## config.mk

```make
export PLATFORM = sky130hd
export DESIGN_NAME = laser_host
export DESIGN_NICKNAME = d
export VERILOG_FILES = /design/src/rtl/laser_pkg.sv /design/src/rtl/laser_cover_score.sv /design/src/rtl/laser_host.sv
export SDC_FILE = /design/constraint.sdc
export NUM_CORES = 1
export LEC_CHECK = 0
export BUFFER_PORTS_ARGS = -buffer_cell sky130_fd_sc_hd__buf_2
export CAP_MARGIN = 20
export CORE_MARGIN = 3
export CORE_UTILIZATION = 60
export DETAILED_ROUTE_END_ITERATION = 12
export PLACE_DENSITY = 0.77
export SYNTH_ARGS = -nofsm -noshare
export SYNTH_HDL_FRONTEND = slang
export SYNTH_HIERARCHICAL = 1
export SYNTH_SLANG_ARGS = --single-unit
```

## constraint.sdc

```tcl
create_clock -name CLK -period 7.1 [get_ports CLK]
set_input_delay 0.71 -clock CLK [delete_from_list [all_inputs] [get_ports CLK]]
set_output_delay 0.71 -clock CLK [all_outputs]
set_load 0.05 [all_outputs]
```

## src/rtl/laser_pkg.sv

```systemverilog
// Shared types and constants for the laser-cutter host block.
// Point/centre coordinate types, host FSM states and the distance helper.
package laser_pkg;

    localparam int NPTS          = 40;
    localparam int RADIUS_SQ_DEF = 16;

    typedef logic [3:0] coord_t;

    typedef struct packed {
        coord_t c1x;
        coord_t c1y;
        coord_t c2x;
        coord_t c2y;
    } centre_t;

    typedef enum logic [1:0] {
        S_IDLE,
        S_FEED,
        S_WAIT,
        S_DRAIN
    } host_state_e;

    // Squared distance with 8-bit unsigned squares and an 8-bit sum
    function automatic logic [7:0] dist_sq(
        input coord_t px,
        input coord_t py,
        input coord_t cx,
        input coord_t cy
    );
        logic [4:0] dx, dy, nx, ny;
        logic [3:0] ax, ay;
        logic [7:0] sx, sy;
        dx = {1'b0, px} - {1'b0, cx};
        dy = {1'b0, py} - {1'b0, cy};
        nx = -dx;
        ny = -dy;
        ax = dx[4] ? nx[3:0] : dx[3:0];
        ay = dy[4] ? ny[3:0] : dy[3:0];
        sx = {4'd0, ax} * {4'd0, ax};
        sy = {4'd0, ay} * {4'd0, ay};
        return sx + sy;
    endfunction

endpackage

```

## src/rtl/laser_cover_score.sv

```systemverilog
// Sequential coverage scorer: one point per cycle over a captured set,
// counting points inside the radius of either centre.
module laser_cover_score
    import laser_pkg::*;
#(
    parameter int RADIUS_SQ = RADIUS_SQ_DEF
) (
    input  logic       CLK,
    input  logic       RST,
    input  logic       i_start,
    input  centre_t    i_c,
    output logic [5:0] o_idx,
    input  logic [7:0] i_pt,
    output logic       o_busy,
    output logic       o_valid,
    output logic [5:0] o_score
);

    localparam logic [5:0] IDX_LAST = 6'(NPTS - 1);
    localparam logic [7:0] RSQ      = 8'(RADIUS_SQ);

    logic       r_busy;
    logic       r_valid;
    logic [5:0] r_idx;
    logic [5:0] r_cnt;
    logic [5:0] r_score;
    logic [7:0] w_d1;
    logic [7:0] w_d2;
    logic       w_cov;
    logic [5:0] w_sum;

    // Point 0 is scored in the start cycle itself, so index and count restart here
    always_comb begin
        w_d1  = dist_sq(i_pt[7:4], i_pt[3:0], i_c.c1x, i_c.c1y);
        w_d2  = dist_sq(i_pt[7:4], i_pt[3:0], i_c.c2x, i_c.c2y);
        w_cov = (w_d1 <= RSQ) || (w_d2 <= RSQ);
        w_sum = (i_start ? 6'd0 : r_cnt) + {5'd0, w_cov};
    end

    assign o_idx   = i_start ? 6'd0 : r_idx;
    assign o_busy  = r_busy;
    assign o_valid = r_valid;
    assign o_score = r_score;

    // Walk the 40 points, accumulate, strobe the total after the last one
    always_ff @(posedge CLK or posedge RST) begin
        if (RST) begin
            r_busy  <= 1'b0;
            r_valid <= 1'b0;
            r_idx   <= '0;
            r_cnt   <= '0;
            r_score <= '0;
        end else begin
            r_valid <= 1'b0;
            if (i_start) begin
                r_busy <= 1'b1;
                r_idx  <= 6'd1;
                r_cnt  <= w_sum;
            end else if (r_busy) begin
                r_cnt <= w_sum;
                if (r_idx == IDX_LAST) begin
                    r_busy  <= 1'b0;
                    r_valid <= 1'b1;
                    r_score <= w_sum;
                end else begin
                    r_idx <= r_idx + 6'd1;
                end
            end
        end
    end

endmodule

```

## src/rtl/laser_host.sv

```systemverilog
// Host side of the laser point/centre interface: feeds point sets to the
// engine, collects centres. Optional scorer under LASER_HOST_SCORE_EN.
module laser_host
    import laser_pkg::*;
#(
    parameter int NUM_SETS  = 4,
    parameter int RADIUS_SQ = RADIUS_SQ_DEF,
    parameter int TIMEOUT   = 16384
) (
    input  logic                                              CLK,
    input  logic                                              RST,
    input  logic                                              LD_EN,
    input  logic [(NUM_SETS > 1 ? $clog2(NUM_SETS) : 1)-1:0] LD_SET,
    input  logic [5:0]                                        LD_IDX,
    input  logic [3:0]                                        LD_X,
    input  logic [3:0]                                        LD_Y,
    input  logic                                              START,
    output logic                                              BUSY,
    output logic                                              LRST,
    output logic [3:0]                                        X,
    output logic [3:0]                                        Y,
    input  logic [3:0]                                        C1X,
    input  logic [3:0]                                        C1Y,
    input  logic [3:0]                                        C2X,
    input  logic [3:0]                                        C2Y,
    input  logic                                              DONE,
    output logic                                              RES_VALID,
    output logic [(NUM_SETS > 1 ? $clog2(NUM_SETS) : 1)-1:0] RES_SET,
    output logic [15:0]                                       RES_C,
    output logic [5:0]                                        RES_SCORE,
    output logic                                              ERR,
    output logic                                              FINISH
);

    localparam int SW = (NUM_SETS > 1) ? $clog2(NUM_SETS) : 1;
    localparam int TW = $clog2(TIMEOUT + 1);
    localparam logic [5:0]    IDX_LAST = 6'(NPTS - 1);
    localparam logic [SW-1:0] SET_LAST = SW'(NUM_SETS - 1);
    localparam logic [TW-1:0] TMO_LAST = TW'(TIMEOUT - 1);

    logic [7:0]    r_mem [NUM_SETS][NPTS];

    host_state_e   r_state;
    logic [SW-1:0] r_set;
    logic [5:0]    r_idx;
    logic [TW-1:0] r_tmo;
    logic          r_lrst;
    logic          r_busy;
    logic          r_err;
    logic          r_finish;

    logic          r_res_valid;
    logic [SW-1:0] r_res_set;
    centre_t       r_res_c;
    logic [5:0]    r_res_score;

    centre_t       w_centre;
    logic          w_cap;
    logic          w_sc_busy;
    logic [7:0]    w_feed_pt;
    logic          w_res_stb;
    logic [SW-1:0] w_res_set;
    centre_t       w_res_c;
    logic [5:0]    w_res_score;

    assign w_centre  = {C1X, C1Y, C2X, C2Y};
    assign w_cap     = (r_state == S_WAIT) && DONE;
    assign w_feed_pt = r_mem[r_set][r_idx];

    assign X         = (r_state == S_FEED) ? w_feed_pt[7:4] : 4'd0;
    assign Y         = (r_state == S_FEED) ? w_feed_pt[3:0] : 4'd0;
    assign LRST      = r_lrst;
    assign BUSY      = r_busy;
    assign ERR       = r_err;
    assign FINISH    = r_finish;
    assign RES_VALID = r_res_valid;
    assign RES_SET   = r_res_set;
    assign RES_C     = r_res_c;
    assign RES_SCORE = r_res_score;

    // Point memory: loader writes only while idle, out-of-range index dropped
    always_ff @(posedge CLK) begin
        if (LD_EN && !r_busy && (LD_IDX < 6'(NPTS)))
            r_mem[LD_SET][LD_IDX] <= {LD_X, LD_Y};
    end

`ifdef LASER_HOST_SCORE_EN
    logic          r_sc_start;
    logic [SW-1:0] r_cap_set;
    centre_t       r_cap_c;
    logic [5:0]    w_sc_idx;
    logic          w_sc_busy_core;
    logic          w_sc_valid;
    logic [5:0]    w_sc_score;

    // Hold the captured centres/set for the scorer; kick it one cycle later
    always_ff @(posedge CLK or posedge RST) begin
        if (RST) begin
            r_sc_start <= 1'b0;
            r_cap_set  <= '0;
            r_cap_c    <= '0;
        end else begin
            r_sc_start <= w_cap;
            if (w_cap) begin
                r_cap_set <= r_set;
                r_cap_c   <= w_centre;
            end
        end
    end

    laser_cover_score #(
        .RADIUS_SQ (RADIUS_SQ)
    ) u_score (
        .CLK     (CLK),
        .RST     (RST),
        .i_start (r_sc_start),
        .i_c     (r_cap_c),
        .o_idx   (w_sc_idx),
        .i_pt    (r_mem[r_cap_set][w_sc_idx]),
        .o_busy  (w_sc_busy_core),
        .o_valid (w_sc_valid),
        .o_score (w_sc_score)
    );

    assign w_sc_busy = w_sc_busy_core | r_sc_start;

    // Result comes from the scorer once the whole set is counted
    always_comb begin
        w_res_stb   = w_sc_valid;
        w_res_set   = r_cap_set;
        w_res_c     = r_cap_c;
        w_res_score = w_sc_score;
    end
`else
    assign w_sc_busy = 1'b0;

    // Without a scorer the result is the raw capture, zero score
    always_comb begin
        w_res_stb   = w_cap;
        w_res_set   = r_set;
        w_res_c     = w_centre;
        w_res_score = 6'd0;
    end
`endif

    // Result register: one-cycle strobe, payload held until the next one
    always_ff @(posedge CLK or posedge RST) begin
        if (RST) begin
            r_res_valid <= 1'b0;
            r_res_set   <= '0;
            r_res_c     <= '0;
            r_res_score <= '0;
        end else begin
            r_res_valid <= w_res_stb;
            if (w_res_stb) begin
                r_res_set   <= w_res_set;
                r_res_c     <= w_res_c;
                r_res_score <= w_res_score;
            end
        end
    end

    // Run sequencer: feed 40 points, wait for DONE, repeat per set
    always_ff @(posedge CLK or posedge RST) begin
        if (RST) begin
            r_state  <= S_IDLE;
            r_set    <= '0;
            r_idx    <= '0;
            r_tmo    <= '0;
            r_lrst   <= 1'b1;
            r_busy   <= 1'b0;
            r_err    <= 1'b0;
            r_finish <= 1'b0;
        end else begin
            r_finish <= 1'b0;
            unique case (r_state)
                S_IDLE: begin
                    r_lrst <= 1'b1;
                    if (START) begin
                        r_state <= S_FEED;
                        r_lrst  <= 1'b0;
                        r_set   <= '0;
                        r_idx   <= '0;
                        r_err   <= 1'b0;
                        r_busy  <= 1'b1;
                    end
                end
                S_FEED: begin
                    if (DONE)
                        r_err <= 1'b1;
                    if (r_idx == IDX_LAST) begin
                        r_idx   <= '0;
                        r_tmo   <= '0;
                        r_state <= S_WAIT;
                    end else begin
                        r_idx <= r_idx + 6'd1;
                    end
                end
                S_WAIT: begin
                    if (DONE) begin
                        if (w_sc_busy)
                            r_err <= 1'b1;
                        if (r_set == SET_LAST) begin
                            r_lrst  <= 1'b1;
                            r_state <= S_DRAIN;
                        end else begin
                            r_set   <= r_set + SW'(1);
                            r_idx   <= '0;
                            r_state <= S_FEED;
                        end
                    end else if (r_tmo == TMO_LAST) begin
                        r_err    <= 1'b1;
                        r_lrst   <= 1'b1;
                        r_finish <= 1'b1;
                        r_busy   <= 1'b0;
                        r_state  <= S_IDLE;
                    end else begin
                        r_tmo <= r_tmo + TW'(1);
                    end
                end
                S_DRAIN: begin
                    if (!w_sc_busy) begin
                        r_finish <= 1'b1;
                        r_busy   <= 1'b0;
                        r_state  <= S_IDLE;
                    end
                end
                default: r_state <= S_IDLE;
            endcase
        end
    end

endmodule
```

==> impl_metrics.tcl, run 1 <==
set metrics [dict create \
    status "finished with violations" \
    violations "negative hold slack" \
    grt_usage_pct 27.22 \
    tightestPinTransition_ns 1.129 \
    rsz0062_at_grt "false" \
    synth_cells 2577 \
    crit_chain "buf_4, mux4_2, mux2_2, o221ai_1, a221oi_1, nor3_1, o211ai_1, buf_2" \
    final_antenna_net_count 0 \
    die_h_um 300.7 \
    post_cts_buffers 0 \
    cts.sinks 1328 \
    area_growth_pct 10.95 \
    synth_area_sq_um 52110 \
    tns_ns 0 \
    drv_slew 0 \
    fin_crit_ns 5.522 \
    worstSetupPathType "register to output port" \
    drc 0 \
    drtIter0Drc 3854 \
    ir_worst_vdd_v 0.0002695 \
    synth_edf_count 1280 \
    core-area_sq_um 85680 \
    dieWidth_um 300.7 \
    yosysWarningCount 6 \
    critPathBufInv 2 \
    final_nets 2725 \
    arrival_ns 4.81 \
    postCtsHoldBufs 0 \
    min_path_type "primary input to asynchronous set/reset pin" \
    dr.pass1.iters 9 \
    vias 26660 \
    routed_wl_um 120400 \
    syn_area_per_cell_sq_um 20.22 \
    required_ns 6.39 \
    ys_seq_area_share_pct 76.07 \
    utilization_pct 67.48 \
    synth.distinct_cells 58 \
    finalCritPeriodShare_pct 77.77 \
    post_cts_resized 0 \
    grt_max_degree 99 \
    grt_pass1_vias 26570 \
    num_rows 107 \
    cts_buffers 132 \
    h-tree-depth 4 \
    slew_headroom_pct 24.40 \
    slowest_stage "dfrtp_4" \
    cp-start-kind "register" \
    portBuffers 67 \
    hold_viol_final 17 \
    cts.path.max_buffers 3 \
    overflow 0 \
    clk_latency_ns 0.74 \
    initial_core_util_pct 60.82 \
    tritoncts "built" \
    antenna_found_initial 6 \
    slowest_delay_ns 1.10 \
    cellPowerDensity_nw_per_um2 330.3 \
    crit_path_max_fanout 63 \
    grt_pass1_wl_um 178300 \
    synthArstFlopShare_pct 3.614 \
    worstSetupEndpointType "output port" \
    die-area_sq_um 90420 \
    clock-root-buffer "clkbuf_16" \
    ys.flop_type "edfxtp_1" \
    setup_viol 0 \
    dpl.hpwl_um 69470 \
    skew_ns 0.01938 \
    routabilityCongestion 0.8620 \
    post_drt_wl_per_cell_um 30.63 \
    max_freq_ghz 0.1811 \
    max_cap_violations 0 \
    p_leak_nw 17.83 \
    yosys_register_bits 1328 \
    via_per_inst 6.780 \
    path_clk_slew_ns 0.06 \
    ios 74 \
    timing.hold.ws_ns -0.006023 \
    drive_gt1_share_pct 22.72 \
    crit_family "flip-flops" \
]
final timing paths:
check | end | slack (ns) | depth (start not counted) | from
max in group asynchronous | LRST | 6.53 | 3 | RST
worst min-delay path | r_tmo[13] | -0.006 | 2 | RST
worst min register to register | RES_SET[1] | 0.49 | 2 | RES_SET[1]
worst max-delay path | X[0] | 1.58 | 8 | r_set[1]
min in group CLK | RES_C[12] | 0.22 | 2 | C1X[0]
worst max register to register | r_tmo[12] | 3.45 | 8 | r_idx[1]
layer usage:
metal	vias to the layer above	track usage, %	part of all wire, %
met3	271	6.410	11
li1	10790	-	-
met5	-	0	0
met1	13770	39.80	38
met2	1822	40.88	47
met4	0	10.11	3.4
cell usage in the layout (no fill, tap or decap), drive strengths merged, types with 4 or more instances in the layout:
cell type / n
a21oi: 58
a221oi: 9
a22o: 6
a22oi: 78
and2: 5
and3: 6
buf: 110
bufinv: 11
clkbuf: 172
clkinv: 51
conb: 6
dfrtp: 47
edfxtp: 1280
ha: 7
inv: 11
mux2: 35
mux2i: 116
mux4: 286
nand2: 85
nand2b: 18
nand3: 13
nand3b: 6
nand4: 7
nor2: 203
nor2b: 16
nor3: 22
nor3b: 4
o211ai: 8
o21ai: 21
o221ai: 17
o22ai: 12
o31ai: 4
o41ai: 9
or2: 8
or3: 6
xnor2: 7
per-stage QoR:
stage          worst slack (ns)  total power, mW  std cells  instance area (sq um)
3_3_place_gp              2.434            12.28       3684                  53450
4_1_cts                   1.551            19.15       3925                  57740
5_1_grt                   1.400            19.65       3930                  57810
2_1_floorplan             3.883            11.36       2582                  52130
3_5_place_dp              2.370            12.35       3686                  53470
6_report                  1.578            19.10       3932                  57820
cell families (layout without fill, tap and decap cells):
family / count (synthesis) / after routing / share of synthesized area (%)
compound gates: 239 / 239 / 3.165
xor+xnor: 7 / 7 / 0.1177
fa+ha+maj: 7 / 7 / 0.1681
buf+inv: 153 / 357 / 1.678
flops: 1328 / 1328 / 76.07
mux: 437 / 437 / 15.34
other cells: 1 / 8 / 0.007196
simple gates: 405 / 405 / 3.453
registers in the layout, summed over array words and instances (netlist names), 2 cells and up:
name	cells
r_mem	1280
r_idx	6
RES_SET	2
r_set	2
r_tmo	15
RES_C	16
r_state	2
final cells by class:
type | instances | area [sq um]
multi-input combinational | 1101 | 11660
sequential | 1328 | 39650
clock buffer | 172 | 3601
timing repair buffer | 110 | 764.5
clock inverter | 67 | 671.9
tap | 1144 | 1431
inverter | 8 | 30.03
antenna | 2 | 5.005
fill | 5207 | 27870
report_power, final:
part | switching [mW] | internal [mW]
registers | 0.198 | 8.69
logic | 2.04 | 1.31
clock network | 2.87 | 3.99
Yosys cell counts, drive strengths merged, types with 2 or more instances:
library cell,instances,share of area [%]
dfrtp,47,2.3
edfxtp,1280,74
nand2b,18,0.22
nand2,85,0.61
o41ai,9,0.15
o211ai,8,0.12
o311ai,2,0.034
o22ai,12,0.14
a22oi,78,1.1
mux4,286,12
mux2,35,0.76
or3,6,0.072
or2,8,0.096
nor2b,16,0.19
nor3b,4,0.058
o221ai,17,0.29
and3,6,0.072
nand4,7,0.084
xnor2,7,0.12
nor3,22,0.21
and2,5,0.060
o21ai,21,0.20
ha,7,0.17
nor2,203,1.5
a21o,2,0.029
buf,103,1.3
a211oi,3,0.043
nand3,13,0.12
mux2i,116,2.2
nand4b,3,0.050
a22o,6,0.10
o31ai,4,0.058
a21oi,58,0.56
o22a,3,0.050
inv,8,0.058
nand3b,6,0.086
a221oi,9,0.15
clkbuf,42,0.30
Note: power is estimated with default switching activity, not from simulation.
==> inputs of run 2 (changes only) <==
==> constraint.sdc (replaced) <==
create_clock -name CLK -period 5.1 [get_ports CLK]
set_input_delay 0.51 -clock CLK [delete_from_list [all_inputs] [get_ports CLK]]
set_output_delay 0.51 -clock CLK [all_outputs]
set_load 0.05 [all_outputs]
==> impl_metrics.tcl, run 2 (synthesis results as in run 1) <==
set metrics [dict create \
    p_seq_share_pct 46.6 \
    portBuffers 67 \
    drc 0 \
    clock-root-buffer "clkbuf_16" \
    fillers 5188 \
    overflow 0 \
    min_path_type "primary input to register" \
    tritoncts "built" \
    post_drt_wl_per_cell_um 30.46 \
    required_ns 4.59 \
    cp-start-kind "register" \
    critPathBufInv 2 \
    fin_crit_ns 4.976 \
    routabilityCongestion 0.8496 \
    slew_headroom_pct 10.71 \
    multi_input_area_sq_um 11680 \
    clockPowerShare_pct 34.9 \
    slowest_delay_ns 0.83 \
    cts.path.max_buffers 3 \
    arrival_ns 4.47 \
    status "completed" \
    cts.sinks 1328 \
    ir_worst_vdd_v 0.0004642 \
    p_sw_mw 7.157 \
    largest-register "r_mem" \
    tightestPinTransition_ns 1.334 \
    worstSetupPathType "register to output port" \
    regArea_sq_um 39650 \
    antenna_found_initial 4 \
    p_sw_share_pct 27.05 \
    routed_wl_um 121000 \
    p_int_mw 19.31 \
    max_freq_ghz 0.2010 \
    final_antenna_net_count 0 \
    drv_slew 0 \
    finalCritPeriodShare_pct 97.58 \
    path_clk_slew_ns 0.06 \
    dpl.cell_count 3724 \
    hold_viol_final 0 \
    worstSetupEndpointType "output port" \
    via_per_inst 6.751 \
    final_nets 2768 \
    drtIter0Drc 3647 \
    grt_pass1_wl_um 179400 \
    area_growth_pct 11.44 \
    slowest_stage "dfrtp_4" \
    grt_max_degree 101 \
    num_rows 107 \
    startpoint "r_set[0]" \
    drive_gt1_share_pct 23.64 \
    crit_path_max_fanout 30 \
    dr.pass1.iters 5 \
    worstHoldStart "C1X[1]" \
    dieWidth_um 300.7 \
    max_cap_violations 0 \
    die_h_um 300.7 \
    die-area_sq_um 90420 \
    skew_ns 0.01595 \
    utilization_pct 67.78 \
    p_leak_nw 17.99 \
    h-tree-depth 4 \
    clk_latency_ns 0.72 \
    cts_buffers 134 \
    rrSetupSlack_ns 1.56 \
    final_cell_mix "1280 x edfxtp_1, 286 x mux4_2, 201 x nor2_1" \
    crit_family "multiplexers" \
    final_common_cell "edfxtp_1" \
    p_comb_share_pct 18.5 \
    crit_chain "buf_12, mux4_2, mux2i_1, a211oi_1, o41ai_1, nand3_1, buf_2" \
    grt_usage_pct 27.21 \
    rr_startpoint "BUSY" \
    rsz0062_at_grt "false" \
    cellPowerDensity_nw_per_um2 455.7 \
    core-area_sq_um 85680 \
    final_cells 3973 \
    largest_register_ffs 1280 \
    dpl.hpwl_um 71680 \
    grt_pass1_vias 27070 \
    setup_viol 0 \
    initial_core_util_pct 60.82 \
    vias 26820 \
    tns_ns 0 \
    ios 74 \
]
==> run 2: changes by cell type in the layout (fill, tap and decap cells not counted), moves of 3 or more <==
cell,change
buf_12,+7
buf_4,+33
clkbuf_1,+6
dlygate4sd3_1,+3
inv_6,+3
bufinv_16,-5
==> run 2: worst paths after layout <==
check,end,depth (start not counted)
min in group asynchronous,r_idx[1],3
max in group asynchronous,r_tmo[3],4
max reg2reg,r_mem[2][96],4
min,RES_C[13],2
max,Y[2],7
min reg2reg,RES_SET[1],2
==> run 2: metal layers <==
layer / vias to the layer above / share of wire [%] / GRT usage [%]
li1: 10910 / - / -
met1: 13930 / 38 / 38.68
met2: 1719 / 48 / 41.82
met3: 271 / 11 / 6.878
met4: 0 / 3.3 / 9.819
met5: - / 0 / 0
==> run 2: power groups by stage <==
| stage | Sequential [mW] | Combinational (mW) | Clock, mW |
|---|---|---|---|
| 6_report | 12.3 | 4.88 | 9.24 |
| 4_1_cts | 12.3 | 4.87 | 9.32 |
| 2_1_floorplan | 12.7 | 3.12 | 0 |
| 3_3_place_gp | 12.6 | 4.67 | 0 |
| 3_5_place_dp | 12.6 | 4.76 | 0 |
| 5_1_grt | 12.3 | 5.14 | 9.77 |
==> run 2: layout make-up <==
| class | count | share of cell area [%] |
|---|---|---|
| clock buffers | 175 | 6.149 |
| diodes | 3 | 0.01293 |
| repair buffers | 151 | 2.045 |
| flip-flops and latches | 1328 | 68.28 |
| well taps | 1144 | 2.465 |
| multi-input cells | 1101 | 20.11 |
| inverters | 8 | 0.05171 |
| clock inverters | 63 | 0.8834 |
==> run 2: stage by stage <==
stage	cell area (sq um)	worst slack (ns)	hold WS [ns]	power, mW
after floorplan	52130	2.083	0.4556	15.82
after global placement	53830	0.5166	0.4701	17.23
after detailed placement	53840	0.5511	0.4747	17.35
after CTS	57990	0.07807	0.001687	26.52
after global routing	58070	0.009654	0.01182	27.26
final	58070	0.1237	0.04334	26.46
==> run 2: timing repair <==
item                       in CTS  in global routing
hold endpoints to repair        2                 23
setup buffers                   1                  0
gates resized for setup         3                  0
hold buffers                    2                  1
setup endpoints to repair       4                  0
